[src/rtl/phy_pkg.sv]
// phy_pkg: constants and types shared by the phy lane blocks.
//   COMMA       idle/alignment byte; never carried as data
//   SYNC_COUNT  consecutive aligned commas required to declare the lane active
//   WORD_W      parallel word width
//   BYTE_W      serial byte width
//   rx_state_e  receive aligner state encoding
package phy_pkg;

  localparam int unsigned WORD_W = 32;
  localparam int unsigned BYTE_W = 8;

  localparam logic [BYTE_W-1:0] COMMA      = 8'hBC;
  localparam logic [2:0]        SYNC_COUNT = 3'd4;

  typedef enum logic [1:0] {
    SEARCH = 2'd0,
    SYNC   = 2'd1,
    ACTIVE = 2'd2
  } rx_state_e;

endpackage

[src/rtl/phy_rx_alineador.sv]
// phy_rx_alineador: bit-level byte alignment for one serial lane.
// Slides an 8-bit window over the serial stream until the comma appears,
// fixes the byte boundary there, and then requires SYNC_COUNT consecutive
// aligned commas before the lane is declared active.
// Ports:
//   clk_32f     serial bit clock
//   reset       synchronous, active-high
//   serial_i    serial lane, MSB first
//   rx_byte_o   byte completed on this edge (valid with byte_stb_o)
//   byte_stb_o  high during the cycle whose edge completes an aligned byte
//   is_comma_o  rx_byte_o equals COMMA
//   active_o    lane aligned and synchronized (registered)
//   state_o     current aligner state (debug)
module phy_rx_alineador
  import phy_pkg::*;
(
  input  logic              clk_32f,
  input  logic              reset,
  input  logic              serial_i,
  output logic [BYTE_W-1:0] rx_byte_o,
  output logic              byte_stb_o,
  output logic              is_comma_o,
  output logic              active_o,
  output rx_state_e         state_o
);

  rx_state_e         state_q, state_d;
  logic [BYTE_W-1:0] sr_q;
  logic [BYTE_W-1:0] nsr;
  logic [2:0]        bit_cnt_q, bit_cnt_d;
  logic [2:0]        comma_cnt_q, comma_cnt_d;
  logic              byte_done;

  // nsr is the window as it will look after this edge.
  assign nsr        = {sr_q[BYTE_W-2:0], serial_i};
  // A byte completes when bit_cnt wraps 7 -> 0; the boundary edge set it to 0.
  assign byte_done  = (state_q != SEARCH) && (bit_cnt_q == 3'd7);
  assign rx_byte_o  = nsr;
  assign byte_stb_o = byte_done;
  assign is_comma_o = (nsr == COMMA);
  assign active_o   = (state_q == ACTIVE);
  assign state_o    = state_q;

  always_comb begin
    state_d     = state_q;
    bit_cnt_d   = bit_cnt_q;
    comma_cnt_d = comma_cnt_q;
    case (state_q)
      SEARCH: begin
        if (nsr == COMMA) begin
          bit_cnt_d   = 3'd0;
          comma_cnt_d = 3'd1;
          state_d     = SYNC;
        end
      end
      SYNC: begin
        bit_cnt_d = bit_cnt_q + 3'd1;
        if (byte_done) begin
          if (nsr == COMMA) begin
            comma_cnt_d = comma_cnt_q + 3'd1;
            if (comma_cnt_q + 3'd1 == SYNC_COUNT) begin
              state_d = ACTIVE;
            end
          end else begin
            // Misaligned or corrupted: resume sliding search next edge.
            comma_cnt_d = 3'd0;
            state_d     = SEARCH;
          end
        end
      end
      ACTIVE: begin
        // Left only through reset.
        bit_cnt_d = bit_cnt_q + 3'd1;
      end
      default: begin
        state_d = SEARCH;
      end
    endcase
  end

  always_ff @(posedge clk_32f) begin
    if (reset) begin
      state_q     <= SEARCH;
      sr_q        <= '0;
      bit_cnt_q   <= '0;
      comma_cnt_q <= '0;
    end else begin
      state_q     <= state_d;
      sr_q        <= nsr;
      bit_cnt_q   <= bit_cnt_d;
      comma_cnt_q <= comma_cnt_d;
    end
  end

endmodule

[src/rtl/phy_rx_deserializador.sv]
// phy_rx_deserializador: receive-side deserializer for one phy_tx lane.
// Aligns on the idle comma, then packs four non-comma bytes (first byte in
// [31:24]) into a word presented with a one-cycle valid pulse. A comma in
// the middle of a word discards the partial word and pulses err_partial.
// Ports:
//   clk_32f      serial bit clock
//   reset        synchronous, active-high
//   serial_in    serial lane from phy_tx, MSB first
//   data_out     last completed word, held between pulses
//   valid_out    one-cycle pulse, data_out newly updated
//   active       lane aligned and synchronized
//   err_partial  one-cycle pulse, partial word discarded by a comma
module phy_rx_deserializador
  import phy_pkg::*;
(
  input  logic              clk_32f,
  input  logic              reset,
  input  logic              serial_in,
  output logic [WORD_W-1:0] data_out,
  output logic              valid_out,
  output logic              active,
  output logic              err_partial
);

  logic [BYTE_W-1:0]        rx_byte;
  logic                     byte_stb;
  logic                     is_comma;
  rx_state_e                rx_state;

  logic [1:0]               byte_idx_q, byte_idx_d;
  logic [WORD_W-BYTE_W-1:0] asm_q, asm_d;
  logic [WORD_W-1:0]        data_q, data_d;
  logic                     valid_q, valid_d;
  logic                     err_q, err_d;

  phy_rx_alineador u_alineador (
    .clk_32f    (clk_32f),
    .reset      (reset),
    .serial_i   (serial_in),
    .rx_byte_o  (rx_byte),
    .byte_stb_o (byte_stb),
    .is_comma_o (is_comma),
    .active_o   (active),
    .state_o    (rx_state)
  );

  always_comb begin
    byte_idx_d = byte_idx_q;
    asm_d      = asm_q;
    data_d     = data_q;
    valid_d    = 1'b0;
    err_d      = 1'b0;
    if ((rx_state == ACTIVE) && byte_stb) begin
      if (!is_comma) begin
        if (byte_idx_q == 2'd3) begin
          data_d     = {asm_q, rx_byte};
          valid_d    = 1'b1;
          byte_idx_d = 2'd0;
        end else begin
          asm_d      = {asm_q[WORD_W-2*BYTE_W-1:0], rx_byte};
          byte_idx_d = byte_idx_q + 2'd1;
        end
      end else if (byte_idx_q != 2'd0) begin
        // Comma mid-word: drop what was gathered, keep data_out.
        byte_idx_d = 2'd0;
        err_d      = 1'b1;
      end
    end
  end

  always_ff @(posedge clk_32f) begin
    if (reset) begin
      byte_idx_q <= '0;
      asm_q      <= '0;
      data_q     <= '0;
      valid_q    <= 1'b0;
      err_q      <= 1'b0;
    end else begin
      byte_idx_q <= byte_idx_d;
      asm_q      <= asm_d;
      data_q     <= data_d;
      valid_q    <= valid_d;
      err_q      <= err_d;
    end
  end

  assign data_out    = data_q;
  assign valid_out   = valid_q;
  assign err_partial = err_q;

endmodule
[config.mk]
export PLATFORM = sky130hd
export DESIGN_NAME = phy_rx_deserializador
export DESIGN_NICKNAME = d
export VERILOG_FILES = /design/src/rtl/phy_pkg.sv /design/src/rtl/phy_rx_alineador.sv /design/src/rtl/phy_rx_deserializador.sv
export SDC_FILE = /design/constraint.sdc
export NUM_CORES = 1
export LEC_CHECK = 0
export ABC_AREA = 1
export CELL_PAD_IN_SITES_DETAIL_PLACEMENT = 1
export CELL_PAD_IN_SITES_GLOBAL_PLACEMENT = 2
export CORE_ASPECT_RATIO = 0.8
export CORE_UTILIZATION = 28
export DETAILED_ROUTE_END_ITERATION = 16
export GPL_ROUTABILITY_DRIVEN = 1
export PLACE_DENSITY_LB_ADDON = 0.1
export SLEW_MARGIN = 20
export SYNTH_ARGS = -nofsm -noshare
export SYNTH_HDL_FRONTEND = slang
export SYNTH_HIERARCHICAL = 1
export SYNTH_SLANG_ARGS = --single-unit
[constraint.sdc]
create_clock -name clk_32f -period 1.8 [get_ports clk_32f]
set_input_delay 0.18 -clock clk_32f [delete_from_list [all_inputs] [get_ports clk_32f]]
set_output_delay 0.18 -clock clk_32f [all_outputs]
set_load 0.01 [all_outputs]
**Word-level counts from Yosys, hierarchy flattened**

Cells that the tools add are included.

- Eq/ne operators: 10
- Muxes and demuxes: 16
- Reductions and logical operators: 16
- Bitwise logic cells: 4
- Add/sub/neg operators: 3

Operators with widths:

| kind | number |
|---|---|
| two-way mux 2 bit | 7 |
| two-way mux 3 bit | 4 |
| case mux 3 bit (2 select lines) | 2 |
| AND reduction 3 bit | 3 |
| == test 8 bit (second input constant) | 1 |
| nonzero test 2 bit | 4 |
| adder 3 x 1 -> 3 bit (second input constant) | 2 |
| == test 3 bit (second input constant) | 2 |
| case mux 2 bit (3 select lines) | 1 |
| OR reduction 3 bit | 2 |
| == test 2 bit (second input constant) | 2 |
| inequality test 2 bit (second input constant) | 2 |
| inverter 1 bit | 4 |
| AND reduction 2 bit | 2 |
| AND reduction 4 bit | 1 |
| inequality test 3 x 2 -> 1 bit (second input constant) | 1 |
| adder 2 x 1 -> 2 bit (second input constant) | 1 |
| == test 2 x 1 -> 1 bit (second input constant) | 1 |
| logical AND 1 bit | 2 |
| zero test 2 bit | 1 |
| two-way mux 1 bit | 2 |
| inequality test 2 x 1 -> 1 bit (second input constant) | 1 |
| OR reduction 2 bit | 1 |

- Output and inout port bits: 35
- Input bits: 3
- Logic and storage cells: 58
- Bits in registers: 75

**Longest topological paths before layout**

Gate-level depths: netlist of the first run.

- Word-level depth: 6
- Depth in mapped cells: 11
- Depth with buffers taken out: 10

**Modules after synthesis**

The synthesis of the first run kept the hierarchy.

By module, submodules not included:

| module | sequential area each (um^2) | cells each | instances | area each (um^2) |
|---|---|---|---|---|
| phy_rx_deserializador | 1,201.2 | 406 | 1 | 2,707.6 |
| phy_rx_alineador | 300.3 | 115 | 1 | 832.0 |

**Least setup slack after synthesis of the first run**

Ideal clock, no wire load.

- Path kind: flip-flop to flip-flop
- From: register u_alineador.state_q[0] (netlist: u_alineador/state_o[0])
- To: register data_q[10] (netlist: data_out[10])
- Path buffers: 1
- Setup time: 0.110 ns
- Slack: 0.063 ns
- Required time: 1.690 ns
- Cell stages (with the launch flop): 10
- Clock period less this slack: 1.737 ns
- Arrival time: 1.627 ns
- Cells stage by stage: dfxtp_1 -> inv_1 -> ha_1 -> nor2_2 -> nand2_1 -> nor2_4 -> clkbuf_1 -> nand4_1 -> nand2_1 -> nor2_1

- Word-level cells in the longest chain between the ends: 4
- Elaborated cells between the ends (all ways): 5
- Classes of those cells: 1 x eq/ne; 4 x reduce/logical

Ends and longest elaborated chain:

| element | RTL line | RTL |
|---|---|---|
| from (decl) | phy_rx_alineador.sv:27 | `rx_state_e state_q, state_d;` |
| from (signal assigned) | phy_rx_alineador.sv:88 | `state_q <= state_d;` |
| nonzero test 2 bit | phy_rx_alineador.sv:37 | `assign byte_done = (state_q != SEARCH) && (bit_cnt_q == 3'd7);` |
| logical AND 1 bit | phy_rx_alineador.sv:37 |  |
| via byte_stb | phy_rx_deserializador.sv:26 | `logic byte_stb;` |
| logical AND 1 bit | phy_rx_deserializador.sv:53 | `if ((rx_state == ACTIVE) && byte_stb) begin` |
| AND reduction 3 bit (no line) | -- |  |
| to (signal assigned) | phy_rx_deserializador.sv:81 | `data_q <= data_d;` |
| to (decl) | phy_rx_deserializador.sv:32 | `logic [WORD_W-1:0] data_q, data_d;` |

The timed path passes the listed nets, and every way through them passes these cells.
A chain may end at the register's enable or synchronous reset.

**Worst setup path in the final report of the first run**

- From: register u_alineador.bit_cnt_q[0]
- To: register data_q[13] (netlist: data_out[13])

- Word-level cells in the longest chain between the ends: 4

Ends and longest elaborated chain:

| element | RTL line | RTL |
|---|---|---|
| from (decl) | phy_rx_alineador.sv:30 | `logic [2:0] bit_cnt_q, bit_cnt_d;` |
| from (signal assigned) | phy_rx_alineador.sv:90 | `bit_cnt_q <= bit_cnt_d;` |
| == test 3 bit | phy_rx_alineador.sv:37 |  |
| logical AND 1 bit | phy_rx_alineador.sv:37 |  |
| via byte_stb | phy_rx_deserializador.sv:26 |  |
| logical AND 1 bit | phy_rx_deserializador.sv:53 |  |
| AND reduction 3 bit (no line) | -- |  |

The timed path passes the listed nets, and every way through them passes these cells.

==> flow_summary.yaml, run 1 <==
placed_design:
  dpl-instance-area_sq_um: 4238
  place.gp.congestion: 0.7791
  pre_cts_ws_ps: -25.24
  dp_hpwl_microns: 6116
  placement.io_buffers: 37
global_route:
  grtUsageTotal: 0.1518
  grt_start_max_net_pins: 36
  grt_pass1_wl_microns: 15170
  grt_antenna_before_repair: 0
  overflow: 0
  grt_pass1_vias: 3071
worst_setup_path:
  crit_slowest_cell: "dfxtp_2"
  reg2reg_depth: 12
  cp_top_family: "simple AND/OR/NAND/NOR gates"
  cp_num_buf_inv: 4
  required_ps: 2080
  r2r_slack_ps: 90
  path_max_fanout: 15
  max_stage_delay_ps: 340
  critPathLaunchType: "flop"
  r2r-start: "u_alineador/bit_cnt_q[0]"
  critPathArrivalTime_ps: 1980
  path_cells: "ha_1, ha_1, inv_1, nor2_2, nand2_1, nor2_4, buf_12, nand3_4, buf_12, nand2_1, inv_2, nor2_1"
  critical_path.endpoint_type: "flop"
  startpoint: "u_alineador/bit_cnt_q[0]"
  critPathKind: "reg2reg"
  r2r-end: "data_out[13]"
timing:
  fmax_ghz: 0.5861
  finalSetupViolCount: 0
  finClkSkew_ps: 7.748
  rsz0062_at_grt: "true"
  drv_slew: 0
  min_period_ps: 1706
  worst_slack_ps: 93.89
  period_share: 0.9478
  worst_pin_slew_ps: 372.4
  slew_headroom: 0.7518
  hold_viol_final: 0
route:
  dr.pass1.iters: 4
  wl_per_cell_microns: 12.10
  drt-vias-per-instance: 4.217
  drt_iter0_markers: 125
  drc: 0
  routed_wl_microns: 8988
  vias: 3133
  ant_nets: 0
logic_synthesis:
  ys_warn_count: 6
  synth_area_leaders: "dfxtp_1, nand2_1, inv_1, nor2_1, nand4_1"
  syn_area_per_cell_sq_um: 6.794
  async_flop_share: 0
  ys_seq_area_frac: 0.4242
  synth_commonest_cells: "nand2_1, inv_1, dfxtp_1"
  synth_edf_count: 0
  syn-num-nets: 534
  syn_area_sq_um: 3540
  synthCells: 521
  synth.most_common_cell: "nand2_1"
  ys_types: 24
  synth.ff_latch_count: 75
  synth_top_area_share: 0.4242
  yosysTopAreaCell: "dfxtp_1"
  synth_flop_cell: "dfxtp_1"
pwr:
  power_density_nw_per_um2: 973.0
  power_leakage_nw: 1.919
  p_seq_frac: 0.379
  power_frac_comb: 0.120
  p_clk_frac: 0.501
  p_int_mw: 3.482
  p_sw_mw: 1.071
  ir_worst_vdd_uv: 543.2
  swShare: 0.2353
worst_hold_path:
  holdPathEnd: "asm_q[16]"
  worstHoldStart: "asm_q[16]"
  whs_path_depth: 2
  min_path_type: "reg2reg"
floorplanning:
  io_pins: 38
  num_rows: 36
  die_w_microns: 127.7
  core_sq_um: 12250
  die_area_sq_um: 13100
  die_h_microns: 102.6
  start_util: 0.2889
clocking:
  worstSkewPairLatency_ps: 340
  clockRootBuffer: "clkbuf_16"
  clk_transition_reported_paths_ps: 60
  cts_tree: "done"
  cts_buffer_depth: 2
  ctsHoldBuffers: 0
  cts_htree_levels: 3
  cts_num_sinks: 75
  numCtsBuffers: 9
layout:
  design_area_sq_um: 4679
  insertedDiodeCount: 0
  fillers: 1536
  num-nets-final: 580
  syn_to_final_growth_pct: 32.20
  drive_gt1_frac: 0.1119
flow_run:
  cap_violations: 0
status:
  status: "finished, final reports clean"
[worst max path at each step]
stage | cells after the start | slack [ps] | end
after floorplan | 9 | 60 | data_out[10]
after global placement | 10 | 40 | asm_q[11]
after detailed placement | 10 | -30 | asm_q[22]
after CTS | 11 | 8 | data_out[16]
after global routing | 12 | -30 | data_out[6]
final | 12 | 90 | data_out[13]
[per-stage QoR]
step	TNS, ps	std cells	hold slack, ps	power (mW)	utilization
after floorplan	0	521	304.9	2.131	-
final	0	743	458.3	4.553	0.3819
after global routing	-85.24	743	478.9	4.767	0.3819
after CTS	0	740	462.7	4.637	0.3766
after global placement	0	724	452.4	2.288	0.3459
after detailed placement	-236.7	724	453.5	2.298	0.3459
[cell type report]
class / instances / area [sq um] / share of cell area
multi-input cells: 296 / 1454 / 0.3107
well taps: 171 / 214.0 / 0.04572
clock buffers: 12 / 256.5 / 0.05481
clock inverters: 4 / 120.1 / 0.02567
flip-flops and latches: 75 / 1503 / 0.3211
inverters: 122 / 457.9 / 0.09786
repair buffers: 63 / 674.4 / 0.1441
[kinds of logic (layout without fill, tap and decap cells)]
family                     count (synthesis)  after routing  synth area share
DFF                                       75             75            0.4242
and+or+nand+nor                          253            253            0.3217
AOI/OAI and AO/OA                         33             33           0.05161
buffers and inverters                    150            201            0.1672
adders and majority gates                 10             10           0.03535
[cell usage in the layout, fill, tap and decap left out, drive strengths merged]
master           n
bufinv           4
clkinv           2
nand2          120
nand4           33
clkbuf          13
ha              10
dfxtp           75
nand3           32
inv            120
buf             25
a21oi           28
nand3b           1
clkdlybuf4s50   37
nor2            66
a21boi           1
o21ai            4
or2              1
[worst min-delay path, stage by stage, from the launching register on]
cell and delay [ps]:
dfxtp_1 310, nand2_1 60, a21oi_1 50
[repair_timing]
item / 4_1_cts / 5_1_grt
setup buffers: 0 / 2
setup endpoints to repair: 0 / 58
resized for setup: 0 / 3
hold endpoints to repair: 0 / 0
[routing by layer]
layer | vias to the layer above | wire length [microns] | GRT usage
met1 | 1429 | 4674 | 0.1959
met2 | 39 | 3910 | 0.2417
met5 | - | 0 | 0
li1 | 1659 | - | -
met4 | 0 | 109 | 0.04887
met3 | 6 | 293 | 0.04982
[sequential cells by signal, indices dropped and copies added (netlist names)]
name	flops
u_alineador/sr_q	7
u_alineador/state_o	2
u_alineador/bit_cnt_q	3
asm_q	24
byte_idx_q	2
err_partial	1
valid_out	1
u_alineador/comma_cnt_q	3
data_out	32
[power groups by stage]
stage	Clock (mW)	Combinational [mW]	Sequential, mW
after global routing	2.42	0.616	1.73
after global placement	0	0.527	1.76
after CTS	2.36	0.547	1.73
after detailed placement	0	0.536	1.76
final	2.28	0.544	1.73
after floorplan	0	0.363	1.77
Note: power is estimated with default switching activity, not from simulation.
==> run 2, diff against run 1 <==
clock period = 1.5 ns   (was 1.8 ns; I/O delays follow)
==> flow_summary.yaml, run 2 (same netlist as run 1, synthesis figures left out) <==
route:
  vias: 3338
  drt_iter0_markers: 115
  drc: 0
  wl_per_cell_microns: 12.91
  drt-vias-per-instance: 4.392
  routed_wl_microns: 9809
  dr.pass1.iters: 4
  ant_nets: 0
timing:
  slew_headroom: 0.7966
  min_period_ps: 1681
  drv_slew: 0
  fmax_ghz: 0.5950
  hold_viol_final: 0
  period_share: 1.120
  finalSetupViolCount: 64
  finClkSkew_ps: 8.090
  worst_pin_slew_ps: 305.0
  rsz0062_at_grt: "true"
  worst_slack_ps: -180.7
  timing.setup.tns_ps: -9458
global_route:
  grt_start_max_net_pins: 35
  overflow: 0
  grt_busiest_layer: "met2"
  grt_use_met3: 0.03633
  grt_antenna_before_repair: 0
  grt_pass1_wl_microns: 16510
  grtUsageTotal: 0.1639
  grtUsageMet1: 0.2104
  gr-usage-met2: 0.2783
  grt_pass1_vias: 3350
worst_setup_path:
  critPathLaunchType: "flop"
  critPathArrivalTime_ps: 1920
  required_ps: 1740
  critical_path.endpoint_type: "flop"
  path_max_fanout: 12
  critPathKind: "reg2reg"
placed_design:
  place.gp.congestion: 0.7231
  dp_hpwl_microns: 6329
  dpl-instance-area_sq_um: 4373
  placement.io_buffers: 37
layout:
  final_cell_mix: "inv_1, nand2_1, dfxtp_1, nor2_1, clkdlybuf4s50_1"
  design_area_sq_um: 5102
  insertedDiodeCount: 0
  final_common_cell: "inv_1"
  syn_to_final_growth_pct: 44.15
  largest_reg_flops: 32
  num-nets-final: 598
  fin_util: 0.4165
  drive_gt1_frac: 0.2411
  fillers: 1500
pwr:
  ir_worst_vdd_uv: 553.0
  power_density_nw_per_um2: 1029
  total_power_mw: 5.252
  power_leakage_nw: 2.050
clocking:
  worstSkewPairLatency_ps: 340
  numCtsBuffers: 9
  cts_htree_levels: 3
  clockRootBuffer: "clkbuf_16"
  ctsHoldBuffers: 0
  cts_buffer_depth: 2
  cts_tree: "done"
  clk_transition_reported_paths_ps: 60
  cts_num_sinks: 75
floorplanning:
  start_util: 0.2889
  io_pins: 38
  core_sq_um: 12250
  die_area_sq_um: 13100
  num_rows: 36
  die_h_microns: 102.6
  die_w_microns: 127.7
flow_run:
  cap_violations: 0
status:
  status: "finished with violations"
  violations: "setup timing"
worst_hold_path:
  min_path_type: "reg2reg"
## run 2: cell type report
| cell class | count | area [sq um] | area share |
|---|---|---|---|
| inverter | 122 | 457.9 | 0.08975 |
| tap | 171 | 214.0 | 0.04193 |
| clock inverter | 4 | 73.82 | 0.01447 |
| timing repair buffer | 81 | 925.9 | 0.1815 |
| clock buffer | 11 | 242.7 | 0.04757 |
| multi-input combinational | 296 | 1679 | 0.3291 |
| sequential | 75 | 1509 | 0.2957 |
## run 2: metrics by stage
stage          std cells  hold slack [ps]  worst slack [ps]
6_report             760            462.0            -180.7
4_1_cts              757            464.1            -133.7
5_1_grt              760            481.2            -298.6
2_1_floorplan        521            274.9            -12.55
3_5_place_dp         731            455.2            -187.3
3_3_place_gp         731            453.8            -125.8
## run 2: what timing repair did
action / CTS / global route
gates cloned: 5 / 1
endpoints found under the hold margin: 0 / 0
endpoints found under the setup margin: 61 / 66
buffers inserted: 6 / 3
gates resized for setup: 42 / 34
pin swaps: 39 / 10
## run 2: worst max-delay path, stage by stage, from the launching register on
cell and delay, ps:
dfxtp_2 350, ha_4 140, ha_4 120, inv_2 40
nor2_4 100, nand2_2 80, nor2_4 100, buf_6 110
buf_4 150, clkbuf_16 170, nand4_1 80, nand2_1 70
nor2_1 50
## run 2: path summary, 6_finish.rpt
path                                                from           to  slack, ps  cells after the start
worst max-delay path            u_alineador/bit_cnt_q[0]  data_out[4]       -180                     12
worst min register to register                 asm_q[18]    asm_q[18]        460                      2
worst min-delay path                           asm_q[18]    asm_q[18]        460                      2
worst max register to register  u_alineador/bit_cnt_q[0]  data_out[4]       -180                     12
## run 2: power breakdown
group / internal [mW] / switching, mW / total [mW]
clock network: 1.50 / 0.866 / 2.36
registers: 2.05 / 0.0369 / 2.09
logic: 0.348 / 0.453 / 0.801
## run 2: metal layers
layer / routed length, microns / up-vias
met5: 0 / -
li1: - / 1700
met4: 136 / 0
met3: 249 / 12
met2: 4672 / 37
met1: 4750 / 1589
